<file path="src/rtl/store_queue_pkg.sv">
// Shared micro-architecture constants and types for the backend store queue.
// Holds the queue geometry, pipeline widths, the per-entry record and the
// state encodings used by both the queue proper and its drain controller.
// Ports: none (package).
package store_queue_pkg;

    localparam int SQ_ENTRIES    = 8;
    localparam int SQ_PTR_W      = $clog2(SQ_ENTRIES);
    localparam int PIPE_WIDTH    = 2;
    localparam int TAG_WIDTH     = 6;
    localparam int CPU_ADDR_BITS = 32;
    localparam int CPU_DATA_BITS = 32;
    localparam int CPU_MASK_BITS = CPU_DATA_BITS / 8;

    // Pointers carry one extra wrap bit above the slot index so that a full
    // queue (same index, different wrap) is distinguishable from an empty one.
    typedef logic [SQ_PTR_W:0]   sq_ptr_t;
    typedef logic [SQ_PTR_W-1:0] sq_idx_t;

    typedef enum logic [1:0] {
        SQ_FREE      = 2'd0,
        SQ_ALLOC     = 2'd1,
        SQ_READY     = 2'd2,
        SQ_COMMITTED = 2'd3
    } sq_state_e;

    typedef struct packed {
        sq_state_e                state;
        logic [TAG_WIDTH-1:0]     rob_tag;
        logic [CPU_ADDR_BITS-1:0] addr;
        logic [CPU_DATA_BITS-1:0] data;
        logic [CPU_MASK_BITS-1:0] mask;
    } sq_entry_t;

    typedef enum logic [1:0] {
        DR_IDLE     = 2'd0,
        DR_REQ      = 2'd1,
        DR_WAIT_ACK = 2'd2
    } sq_drain_state_e;

    function automatic sq_idx_t ptr_idx(input sq_ptr_t p);
        return p[SQ_PTR_W-1:0];
    endfunction

    function automatic sq_ptr_t ptr_bump(input sq_ptr_t p, input logic [1:0] n);
        return p + sq_ptr_t'(n);
    endfunction

    // Distance around the ring from slot 'from' to slot 'to', computed at
    // index width so the subtraction wraps modulo the queue depth.
    function automatic sq_ptr_t ring_dist(input sq_idx_t from, input sq_idx_t to);
        sq_idx_t d;
        d = to - from;
        return {1'b0, d};
    endfunction

endpackage

</file>
<file path="src/rtl/sq_drain_ctrl.sv">
// Drain controller for the store queue: watches the head entry and, once it is
// committed, issues exactly one write request to data memory, holds it until
// accepted, then waits for the write acknowledge before popping the head.
// Ports:
//   clk, rst            clock, synchronous active-low reset
//   head_state          state of the entry at the queue head
//   head_addr/data/mask payload of the head entry
//   dmem_req_ready      memory accepts the request
//   dmem_resp_valid     memory acknowledges the write
//   dmem_req_valid      registered-state request valid
//   dmem_req_addr/data/mask registered request payload
//   head_pop            head entry retired this cycle
module sq_drain_ctrl
    import store_queue_pkg::*;
(
    input  logic                     clk,
    input  logic                     rst,
    input  sq_state_e                head_state,
    input  logic [CPU_ADDR_BITS-1:0] head_addr,
    input  logic [CPU_DATA_BITS-1:0] head_data,
    input  logic [CPU_MASK_BITS-1:0] head_mask,
    input  logic                     dmem_req_ready,
    input  logic                     dmem_resp_valid,
    output logic                     dmem_req_valid,
    output logic [CPU_ADDR_BITS-1:0] dmem_req_addr,
    output logic [CPU_DATA_BITS-1:0] dmem_req_data,
    output logic [CPU_MASK_BITS-1:0] dmem_req_mask,
    output logic                     head_pop
);

    sq_drain_state_e state;
    sq_drain_state_e state_n;

    // State register; reset drops any request in flight without waiting
    // for its acknowledge.
    always_ff @(posedge clk) begin
        if (!rst) begin
            state <= DR_IDLE;
        end else begin
            state <= state_n;
        end
    end

    // Next-state logic: one outstanding store at a time. An acknowledge that
    // arrives outside WAIT_ACK has no effect.
    always_comb begin
        state_n = state;
        unique case (state)
            DR_IDLE:     if (head_state == SQ_COMMITTED) state_n = DR_REQ;
            DR_REQ:      if (dmem_req_ready)             state_n = DR_WAIT_ACK;
            DR_WAIT_ACK: if (dmem_resp_valid)            state_n = DR_IDLE;
            default:                                     state_n = DR_IDLE;
        endcase
    end

    // Outputs decoded from the registered state so valid is glitch-free and
    // stays asserted for as long as the request is pending.
    always_comb begin
        dmem_req_valid = (state == DR_REQ);
        head_pop       = (state == DR_WAIT_ACK) && dmem_resp_valid;
    end

    // Request payload is captured once when leaving IDLE and then held, so it
    // stays stable however long memory back-pressures the request.
    always_ff @(posedge clk) begin
        if (!rst) begin
            dmem_req_addr <= '0;
            dmem_req_data <= '0;
            dmem_req_mask <= '0;
        end else if (state == DR_IDLE && head_state == SQ_COMMITTED) begin
            dmem_req_addr <= head_addr;
            dmem_req_data <= head_data;
            dmem_req_mask <= head_mask;
        end
    end

endmodule

</file>
<file path="src/rtl/store_queue.sv">
// Backend store queue. Allocates entries in program order at dispatch,
// captures address/data/mask when the store executes, marks entries committed
// as the ROB retires them, and drains committed stores in order to data
// memory through sq_drain_ctrl. A flush squashes only uncommitted entries.
// Ports:
//   clk, rst                 clock, synchronous active-low reset
//   flush                    squash all uncommitted entries
//   sq_alloc_req/tag/gnt     two-lane in-order allocation, same-cycle grant
//   st_exec_*                executed store result, matched by ROB tag
//   commit_store_id/vals     two-lane in-order commit from the ROB
//   dmem_req_*/dmem_resp_valid  write port to data memory
//   sq_count, sq_empty       occupancy
module store_queue
    import store_queue_pkg::*;
(
    input  logic                     clk,
    input  logic                     rst,
    input  logic                     flush,
    input  logic [PIPE_WIDTH-1:0]    sq_alloc_req,
    input  logic [TAG_WIDTH-1:0]     sq_alloc_tag [PIPE_WIDTH],
    output logic [PIPE_WIDTH-1:0]    sq_alloc_gnt,
    input  logic                     st_exec_valid,
    input  logic [TAG_WIDTH-1:0]     st_exec_tag,
    input  logic [CPU_ADDR_BITS-1:0] st_exec_addr,
    input  logic [CPU_DATA_BITS-1:0] st_exec_data,
    input  logic [CPU_MASK_BITS-1:0] st_exec_mask,
    input  logic [TAG_WIDTH-1:0]     commit_store_id [PIPE_WIDTH],
    input  logic [PIPE_WIDTH-1:0]    commit_store_vals,
    output logic                     dmem_req_valid,
    input  logic                     dmem_req_ready,
    output logic [CPU_ADDR_BITS-1:0] dmem_req_addr,
    output logic [CPU_DATA_BITS-1:0] dmem_req_data,
    output logic [CPU_MASK_BITS-1:0] dmem_req_mask,
    input  logic                     dmem_resp_valid,
    output logic [SQ_PTR_W:0]        sq_count,
    output logic                     sq_empty
);

    sq_entry_t entries   [SQ_ENTRIES];
    sq_entry_t entries_n [SQ_ENTRIES];

    sq_ptr_t head, tail, cmt_ptr;
    sq_ptr_t head_n, tail_n, cmt_n;
    sq_ptr_t count, free_slots, spec_cnt;
    logic    full;

    sq_idx_t                 alloc_idx  [PIPE_WIDTH];
    logic                    exec_hit;
    sq_idx_t                 exec_idx;
    logic [PIPE_WIDTH-1:0]   commit_ok;
    sq_idx_t                 commit_idx [PIPE_WIDTH];
    logic [SQ_ENTRIES-1:0]   flush_kill;
    logic                    head_pop;
    sq_entry_t               head_entry;

    // Occupancy from the wrap-extended pointers; all grant decisions use the
    // start-of-cycle value, so a drain in the same cycle never frees space early.
    always_comb begin
        count      = tail - head;
        free_slots = sq_ptr_t'(SQ_ENTRIES) - count;
        full       = (ptr_idx(tail) == ptr_idx(head)) && (tail[SQ_PTR_W] != head[SQ_PTR_W]);
        sq_count   = count;
        sq_empty   = (count == '0);
    end

    // Allocation grants. Lane 1 needs two free slots only when lane 0 is also
    // asking, since granted lanes take consecutive tail slots in lane order.
    // Nothing is granted during reset or while the pipeline is being flushed.
    always_comb begin
        sq_alloc_gnt = '0;
        if (rst && !flush) begin
            sq_alloc_gnt[0] = sq_alloc_req[0] && !full;
            if (sq_alloc_req[0]) begin
                sq_alloc_gnt[1] = sq_alloc_req[1] && (free_slots >= sq_ptr_t'(2));
            end else begin
                sq_alloc_gnt[1] = sq_alloc_req[1] && !full;
            end
        end
        alloc_idx[0] = ptr_idx(tail);
        alloc_idx[1] = ptr_idx(ptr_bump(tail, {1'b0, sq_alloc_gnt[0]}));
    end

    // Execute CAM: the executed store's tag is looked up among entries still
    // waiting for their payload. Tags are unique, so the first hit is the hit.
    always_comb begin
        exec_hit = 1'b0;
        exec_idx = '0;
        for (int i = 0; i < SQ_ENTRIES; i++) begin
            if (st_exec_valid && !exec_hit && entries[i].state == SQ_ALLOC &&
                entries[i].rob_tag == st_exec_tag) begin
                exec_hit = 1'b1;
                exec_idx = sq_idx_t'(i);
            end
        end
    end

    // In-order commit. Lane 0 must name the entry at cmt_ptr; lane 1 must name
    // the entry right after whatever lane 0 took. If lane 0 presents a store
    // that cannot commit, lane 1 is held back so commits never go out of order.
    always_comb begin
        sq_ptr_t p1;
        commit_ok     = '0;
        commit_idx[0] = ptr_idx(cmt_ptr);
        commit_ok[0]  = rst && commit_store_vals[0] && (cmt_ptr != tail) &&
                        entries[commit_idx[0]].state == SQ_READY &&
                        entries[commit_idx[0]].rob_tag == commit_store_id[0];
        p1            = ptr_bump(cmt_ptr, {1'b0, commit_ok[0]});
        commit_idx[1] = ptr_idx(p1);
        commit_ok[1]  = rst && commit_store_vals[1] &&
                        (!commit_store_vals[0] || commit_ok[0]) && (p1 != tail) &&
                        entries[commit_idx[1]].state == SQ_READY &&
                        entries[commit_idx[1]].rob_tag == commit_store_id[1];
        cmt_n         = ptr_bump(cmt_ptr, {1'b0, commit_ok[0]} + {1'b0, commit_ok[1]});
    end

    // Flush squashes the speculative window measured from the post-commit
    // pointer, so a store committing in the flush cycle is kept.
    always_comb begin
        spec_cnt   = tail - cmt_n;
        flush_kill = '0;
        for (int i = 0; i < SQ_ENTRIES; i++) begin
            flush_kill[i] = flush && (ring_dist(ptr_idx(cmt_n), sq_idx_t'(i)) < spec_cnt);
        end
    end

    // Pointer updates. Flush pulls tail back to the commit point; otherwise
    // tail advances by the number of granted lanes.
    always_comb begin
        head_n = ptr_bump(head, {1'b0, head_pop});
        if (flush) begin
            tail_n = cmt_n;
        end else begin
            tail_n = ptr_bump(tail, {1'b0, sq_alloc_gnt[0]} + {1'b0, sq_alloc_gnt[1]});
        end
    end

    // Next entry contents. Later updates take priority so a flush wins over an
    // execute on the same squashed entry; alloc, drain and commit touch
    // disjoint slots by construction.
    always_comb begin
        for (int i = 0; i < SQ_ENTRIES; i++) begin
            entries_n[i] = entries[i];
        end
        if (exec_hit) begin
            entries_n[exec_idx].state = SQ_READY;
            entries_n[exec_idx].addr  = st_exec_addr;
            entries_n[exec_idx].data  = st_exec_data;
            entries_n[exec_idx].mask  = st_exec_mask;
        end
        for (int k = 0; k < PIPE_WIDTH; k++) begin
            if (commit_ok[k]) begin
                entries_n[commit_idx[k]].state = SQ_COMMITTED;
            end
        end
        for (int i = 0; i < SQ_ENTRIES; i++) begin
            if (flush_kill[i]) begin
                entries_n[i].state = SQ_FREE;
            end
        end
        if (head_pop) begin
            entries_n[ptr_idx(head)].state = SQ_FREE;
        end
        for (int k = 0; k < PIPE_WIDTH; k++) begin
            if (sq_alloc_gnt[k]) begin
                entries_n[alloc_idx[k]].state   = SQ_ALLOC;
                entries_n[alloc_idx[k]].rob_tag = sq_alloc_tag[k];
            end
        end
    end

    // Entry array and pointer registers.
    always_ff @(posedge clk) begin
        if (!rst) begin
            head    <= '0;
            tail    <= '0;
            cmt_ptr <= '0;
            for (int i = 0; i < SQ_ENTRIES; i++) begin
                entries[i] <= '0;
            end
        end else begin
            head    <= head_n;
            tail    <= tail_n;
            cmt_ptr <= cmt_n;
            for (int i = 0; i < SQ_ENTRIES; i++) begin
                entries[i] <= entries_n[i];
            end
        end
    end

    // Protocol checks on the ROB-side interfaces: an executed store must find
    // its entry, and every presented commit must be the next in-order READY store.
    always_ff @(posedge clk) begin
        if (rst) begin
            if (st_exec_valid) begin
                assert (exec_hit)
                    else $error("store_queue: executed store tag %0d has no ALLOC entry", st_exec_tag);
            end
            for (int k = 0; k < PIPE_WIDTH; k++) begin
                if (commit_store_vals[k]) begin
                    assert (commit_ok[k])
                        else $error("store_queue: illegal commit on lane %0d, tag %0d", k, commit_store_id[k]);
                end
            end
        end
    end

    assign head_entry = entries[ptr_idx(head)];

    sq_drain_ctrl u_drain (
        .clk             (clk),
        .rst             (rst),
        .head_state      (head_entry.state),
        .head_addr       (head_entry.addr),
        .head_data       (head_entry.data),
        .head_mask       (head_entry.mask),
        .dmem_req_ready  (dmem_req_ready),
        .dmem_resp_valid (dmem_resp_valid),
        .dmem_req_valid  (dmem_req_valid),
        .dmem_req_addr   (dmem_req_addr),
        .dmem_req_data   (dmem_req_data),
        .dmem_req_mask   (dmem_req_mask),
        .head_pop        (head_pop)
    );

endmodule

</file>
<file path="config.mk">
export PLATFORM = sky130hd
export DESIGN_NAME = store_queue
export DESIGN_NICKNAME = d
export VERILOG_FILES = /design/src/rtl/store_queue_pkg.sv /design/src/rtl/sq_drain_ctrl.sv /design/src/rtl/store_queue.sv
export SDC_FILE = /design/constraint.sdc
export NUM_CORES = 2
export LEC_CHECK = 0
export ABC_AREA = 1
export CAP_MARGIN = 20
export CORE_ASPECT_RATIO = 0.7
export CORE_MARGIN = 3
export CORE_UTILIZATION = 54
export CTS_CLUSTER_SIZE = 12
export DETAILED_ROUTE_END_ITERATION = 10
export PLACE_DENSITY = 0.78
export RECOVER_POWER = 50
export SLEW_MARGIN = 20
export SYNTH_ARGS = -nofsm -noshare
export SYNTH_HDL_FRONTEND = slang
export SYNTH_SLANG_ARGS = --single-unit
</file>
<file path="constraint.sdc">
create_clock -name clk -period 5.35 [get_ports clk]
set_input_delay 0.8025 -clock clk [delete_from_list [all_inputs] [get_ports clk]]
set_output_delay 0.8025 -clock clk [all_outputs]
set_load 0.005 [all_outputs]
</file>
==> metrics.txt <==
# TYPE chip_impl_metric gauge
chip_impl_metric{name="layout.filler_cells",unit=""} 5155
chip_impl_info{name="critical_path.top_delay_family",value="simple AND/OR/NAND/NOR gates"} 1
chip_impl_metric{name="synth_fp_nets",unit=""} 4696
chip_impl_metric{name="grt_util_all_layers",unit="%"} 32.4
chip_impl_metric{name="gr-total-overflow",unit=""} 0
chip_impl_metric{name="placement.io_buffers",unit=""} 183
chip_impl_metric{name="globalplace.congestion",unit=""} 1.12
chip_impl_metric{name="min_period",unit="ns"} 5.62
chip_impl_metric{name="cts.reportedPaths.clkPinSlew",unit="ns"} 0.06
chip_impl_metric{name="worst_margin_pin_slew",unit="ns"} 3.14
chip_impl_metric{name="slew_headroom",unit="%"} -109
chip_impl_metric{name="syn-instance-count",unit=""} 4556
chip_impl_info{name="worst_hold_path.endpoint",value="u_drain.dmem_req_data[7]"} 1
chip_impl_metric{name="pre_cts_ws",unit="ns"} -0.798
chip_impl_metric{name="remaining_drc_errors",unit=""} 0
chip_impl_metric{name="route.vias.total",unit=""} 31500
chip_impl_metric{name="crit_path_dat",unit="ns"} 6.08
chip_impl_metric{name="synth_seq_cells",unit=""} 690
chip_impl_metric{name="final_cells",unit=""} 5511
chip_impl_info{name="mostFrequentLayoutCells",value="753 x a21oi_1, 688 x dfxtp_1, 569 x o21ai_0, 550 x inv_1, 498 x nand2_1"} 1
chip_impl_info{name="grt_setup_unrepaired",value="true"} 1
chip_impl_info{name="end_kind",value="flop"} 1
chip_impl_info{name="outcome",value="finished, violations left"} 1
chip_impl_metric{name="detailed_place_hpwl",unit="mm"} 63.0
chip_impl_metric{name="synthesis.yosys.warnings",unit=""} 0
chip_impl_metric{name="number_of_enable_type_register_cells_in_the_synthesized_netlist",unit=""} 0
chip_impl_info{name="crit-reg2reg-launch",value="cmt_ptr[0]"} 1
chip_impl_metric{name="core_region_area",unit="um2"} 58800
chip_impl_metric{name="cts.htree.levels",unit=""} 3
chip_impl_metric{name="chipHeight",unit="um"} 211
chip_impl_metric{name="min_period_over_period",unit="%"} 105
chip_impl_metric{name="worstPathBufferInverterCount",unit=""} 8
chip_impl_info{name="reg2reg_to",value="entries[1][74]"} 1
chip_impl_metric{name="ctsLongestPathBuffers",unit=""} 3
chip_impl_info{name="critical_path.startpoint_type",value="flop"} 1
chip_impl_metric{name="ff2ff_setup_slack",unit="ns"} -0.27
chip_impl_metric{name="post_synth.cell_area_avg",unit="um2"} 7.10
chip_impl_metric{name="area_delta_synth_final",unit="%"} 18.0
chip_impl_info{name="final_common_cell",value="a21oi_1"} 1
chip_impl_metric{name="wl_per_cell",unit="um"} 19.3
chip_impl_metric{name="ir_drop",unit="mV"} 0.232
chip_impl_metric{name="synthesis.area",unit="um2"} 32300
chip_impl_metric{name="final_max_slew_viol_count",unit=""} 359
chip_impl_metric{name="synth_cell_types",unit=""} 50
chip_impl_metric{name="initialDrtViolationCount",unit=""} 3947
chip_impl_metric{name="layout_setup_ws",unit="ns"} -0.271
chip_impl_metric{name="final_net_count",unit=""} 4822
chip_impl_info{name="netlist_top_cells_area",value="dfxtp_1 43%, a21oi_1 12%, o21ai_0 9.3%"} 1
chip_impl_metric{name="cts_buffers",unit=""} 69
chip_impl_metric{name="placementRows",unit=""} 74
chip_impl_metric{name="clk-insertion-delay-late",unit="ns"} 0.62
chip_impl_info{name="clockRootBuffer",value="clkbuf_16"} 1
chip_impl_metric{name="multi_input_area",unit="um2"} 15300
chip_impl_metric{name="report.final.hold_viol_count",unit=""} 0
chip_impl_metric{name="worst_hold_path.num_cells",unit=""} 2
chip_impl_metric{name="via_count_of_the_first_global_routing_pass",unit=""} 28500
chip_impl_metric{name="yosysSeqAreaShare",unit="%"} 42.7
chip_impl_metric{name="totalNegativeSetupSlack",unit="ns"} -3.10
chip_impl_info{name="ys.flop_type",value="dfxtp_1"} 1
chip_impl_metric{name="power.density",unit="nW/um2"} 265
chip_impl_metric{name="die_area",unit="um2"} 62900
chip_impl_metric{name="number_of_iterations_in_the_first_detailed_routing_pass",unit=""} 6
chip_impl_metric{name="max_freq",unit="GHz"} 0.178
chip_impl_metric{name="via_per_inst",unit=""} 5.71
chip_impl_metric{name="setup_violations",unit=""} 16
chip_impl_metric{name="r2r_cell_count",unit=""} 39
chip_impl_info{name="cts_tree",value="built"} 1
chip_impl_metric{name="max_cap_violations",unit=""} 5
chip_impl_metric{name="finClkSkew",unit="ns"} 0.0272
chip_impl_info{name="timing_worst_setup_path_type",value="reg2reg"} 1
chip_impl_info{name="worst_hold_path_type",value="reg2reg"} 1
chip_impl_metric{name="placedCellCount",unit=""} 5372
chip_impl_metric{name="pin_count_of_the_biggest_net_entering_global_routing",unit=""} 260
chip_impl_metric{name="portion_of_synthesized_cell_area_occupied_by_the_leading_cell_type",unit="%"} 42.7
chip_impl_info{name="critical-path-top-cell-by-count",value="nand2_1"} 1
chip_impl_info{name="violations",value="max-capacitance violations, max-slew violations, negative setup slack"} 1
chip_impl_info{name="hold_path_startpoint",value="u_drain.dmem_req_data[7]"} 1
chip_impl_metric{name="floorplan.initialDensity",unit="%"} 55.0
chip_impl_metric{name="die-width",unit="um"} 298
chip_impl_metric{name="p_leak",unit="nW"} 14.6
chip_impl_metric{name="grt_antenna_before_repair",unit=""} 10
chip_impl_metric{name="area_taken_by_flip_flops_and_latches",unit="um2"} 13800
chip_impl_metric{name="tritoncts_num_sinks",unit=""} 690
chip_impl_metric{name="antenna_left",unit=""} 0
chip_impl_metric{name="grt_pass1_wl",unit="mm"} 163
chip_impl_info{name="worst_path_max_delay_cell",value="fa_2"} 1
chip_impl_metric{name="finalWirelength",unit="mm"} 106
chip_impl_metric{name="share_of_post_route_cells_with_drive_strength_above_1",unit="%"} 9.88
chip_impl_metric{name="cp.required",unit="ns"} 5.81
chip_impl_metric{name="crit_path_max_incr_delay",unit="ns"} 0.47
chip_impl_info{name="synthDominantAreaCellType",value="dfxtp_1"} 1
chip_impl_metric{name="critical_path.max_fanout",unit=""} 6
chip_impl_metric{name="layout.core_utilization",unit="%"} 64.9
chip_impl_metric{name="ioPinCount",unit=""} 184
chip_impl_metric{name="synth-async-reset-ratio",unit="%"} 0
[cell families after synthesis]
logic type      Yosys count  share of synthesized area, %
buf+inv                 915                          11.7
simple gates           1144                          14.6
fa+ha+maj                32                          1.35
xor+xnor                 41                          1.18
compound gates         1734                          28.5
flops                   690                          42.7
[worst max path at each step]
| stage | endpoint | from | cells after the start | slack (ns) |
|---|---|---|---|---|
| 2_1_floorplan | entries[7][75] | cmt_ptr[0] | 39 | 0.006 |
| 3_3_place_gp | entries[7][75] | commit_store_vals[0] | 34 | -0.64 |
| 5_1_grt | entries[6][74] | cmt_ptr[0] | 41 | -0.48 |
| 3_5_place_dp | entries[7][75] | commit_store_vals[0] | 34 | -0.80 |
| 6_report | entries[1][74] | cmt_ptr[0] | 39 | -0.27 |
| 4_1_cts | entries[1][74] | cmt_ptr[0] | 38 | -0.09 |
[cell usage after synthesis, types with 6 or more instances]
| cell | instances |
|---|---|
| a21oi_1 | 761 |
| dfxtp_1 | 690 |
| o21ai_0 | 599 |
| inv_1 | 554 |
| nand2_1 | 550 |
| nor2_1 | 398 |
| o21ai_1 | 234 |
| clkbuf_1 | 173 |
| nand3_1 | 115 |
| buf_2 | 105 |
| a221o_1 | 68 |
| o21a_1 | 44 |
| buf_4 | 38 |
| ha_1 | 27 |
| xnor2_1 | 20 |
| buf_1 | 19 |
| xor2_1 | 18 |
| nand4_1 | 14 |
| inv_2 | 13 |
| nand2_2 | 12 |
| nor3_1 | 10 |
| buf_6 | 9 |
| nand3b_1 | 8 |
| o211ai_1 | 8 |
| a31oi_1 | 6 |
| nor3_2 | 6 |
[timing repair]
| action | 4_1_cts | 5_1_grt |
|---|---|---|
| endpoints found under the hold margin | 0 | 0 |
| hold buffers | 0 | 0 |
| gates cloned | 4 | 9 |
| pin swaps | 32 | 69 |
| gates resized for setup | 74 | 118 |
| endpoints found under the setup margin | 16 | 16 |
| setup buffers | 10 | 17 |
[report_power, final]
part / switching [W] / internal (W) / leakage [nW]
sequential: 0.00000551 / 0.00514 / 5.56
clock: 0.00199 / 0.00248 / 0.946
combinational: 0.000333 / 0.000184 / 8.06
[per-layer routing]
metal | vias up | track usage (%) | share of wire [%]
met1 | 14400 | 47.3 | 44
met2 | 1531 | 45.8 | 41
li1 | 15300 | - | -
met5 | - | 0 | 0.082
met3 | 226 | 10.3 | 12
met4 | 10 | 8.86 | 2.4
[area by class of cell]
class	instances	share of cell area, %
diodes	5	0.0328
clock buffers	90	4.89
clock inverters	7	0.213
inverters	570	5.68
multi-input cells	2951	40.1
flip-flops and latches	690	36.2
well taps	798	2.62
repair buffers	400	10.3
[worst min-delay path: cells and delay by family (launching register included)]
family          cells  cell delay, ns
compound gates      1            0.05
buf+inv             1            0.04
flops               1            0.30
[metrics by stage]
step	power, W	hold slack [ns]	instance area [um2]
finish	0.0101	0.440	38200
global route	0.0104	0.453	38200
CTS	0.0101	0.442	37600
detailed placement	0.00575	0.433	35200
global placement	0.00574	0.429	35200
floorplan	0.00551	0.420	32400
No activity file was read; power rests on OpenSTA's default activity.
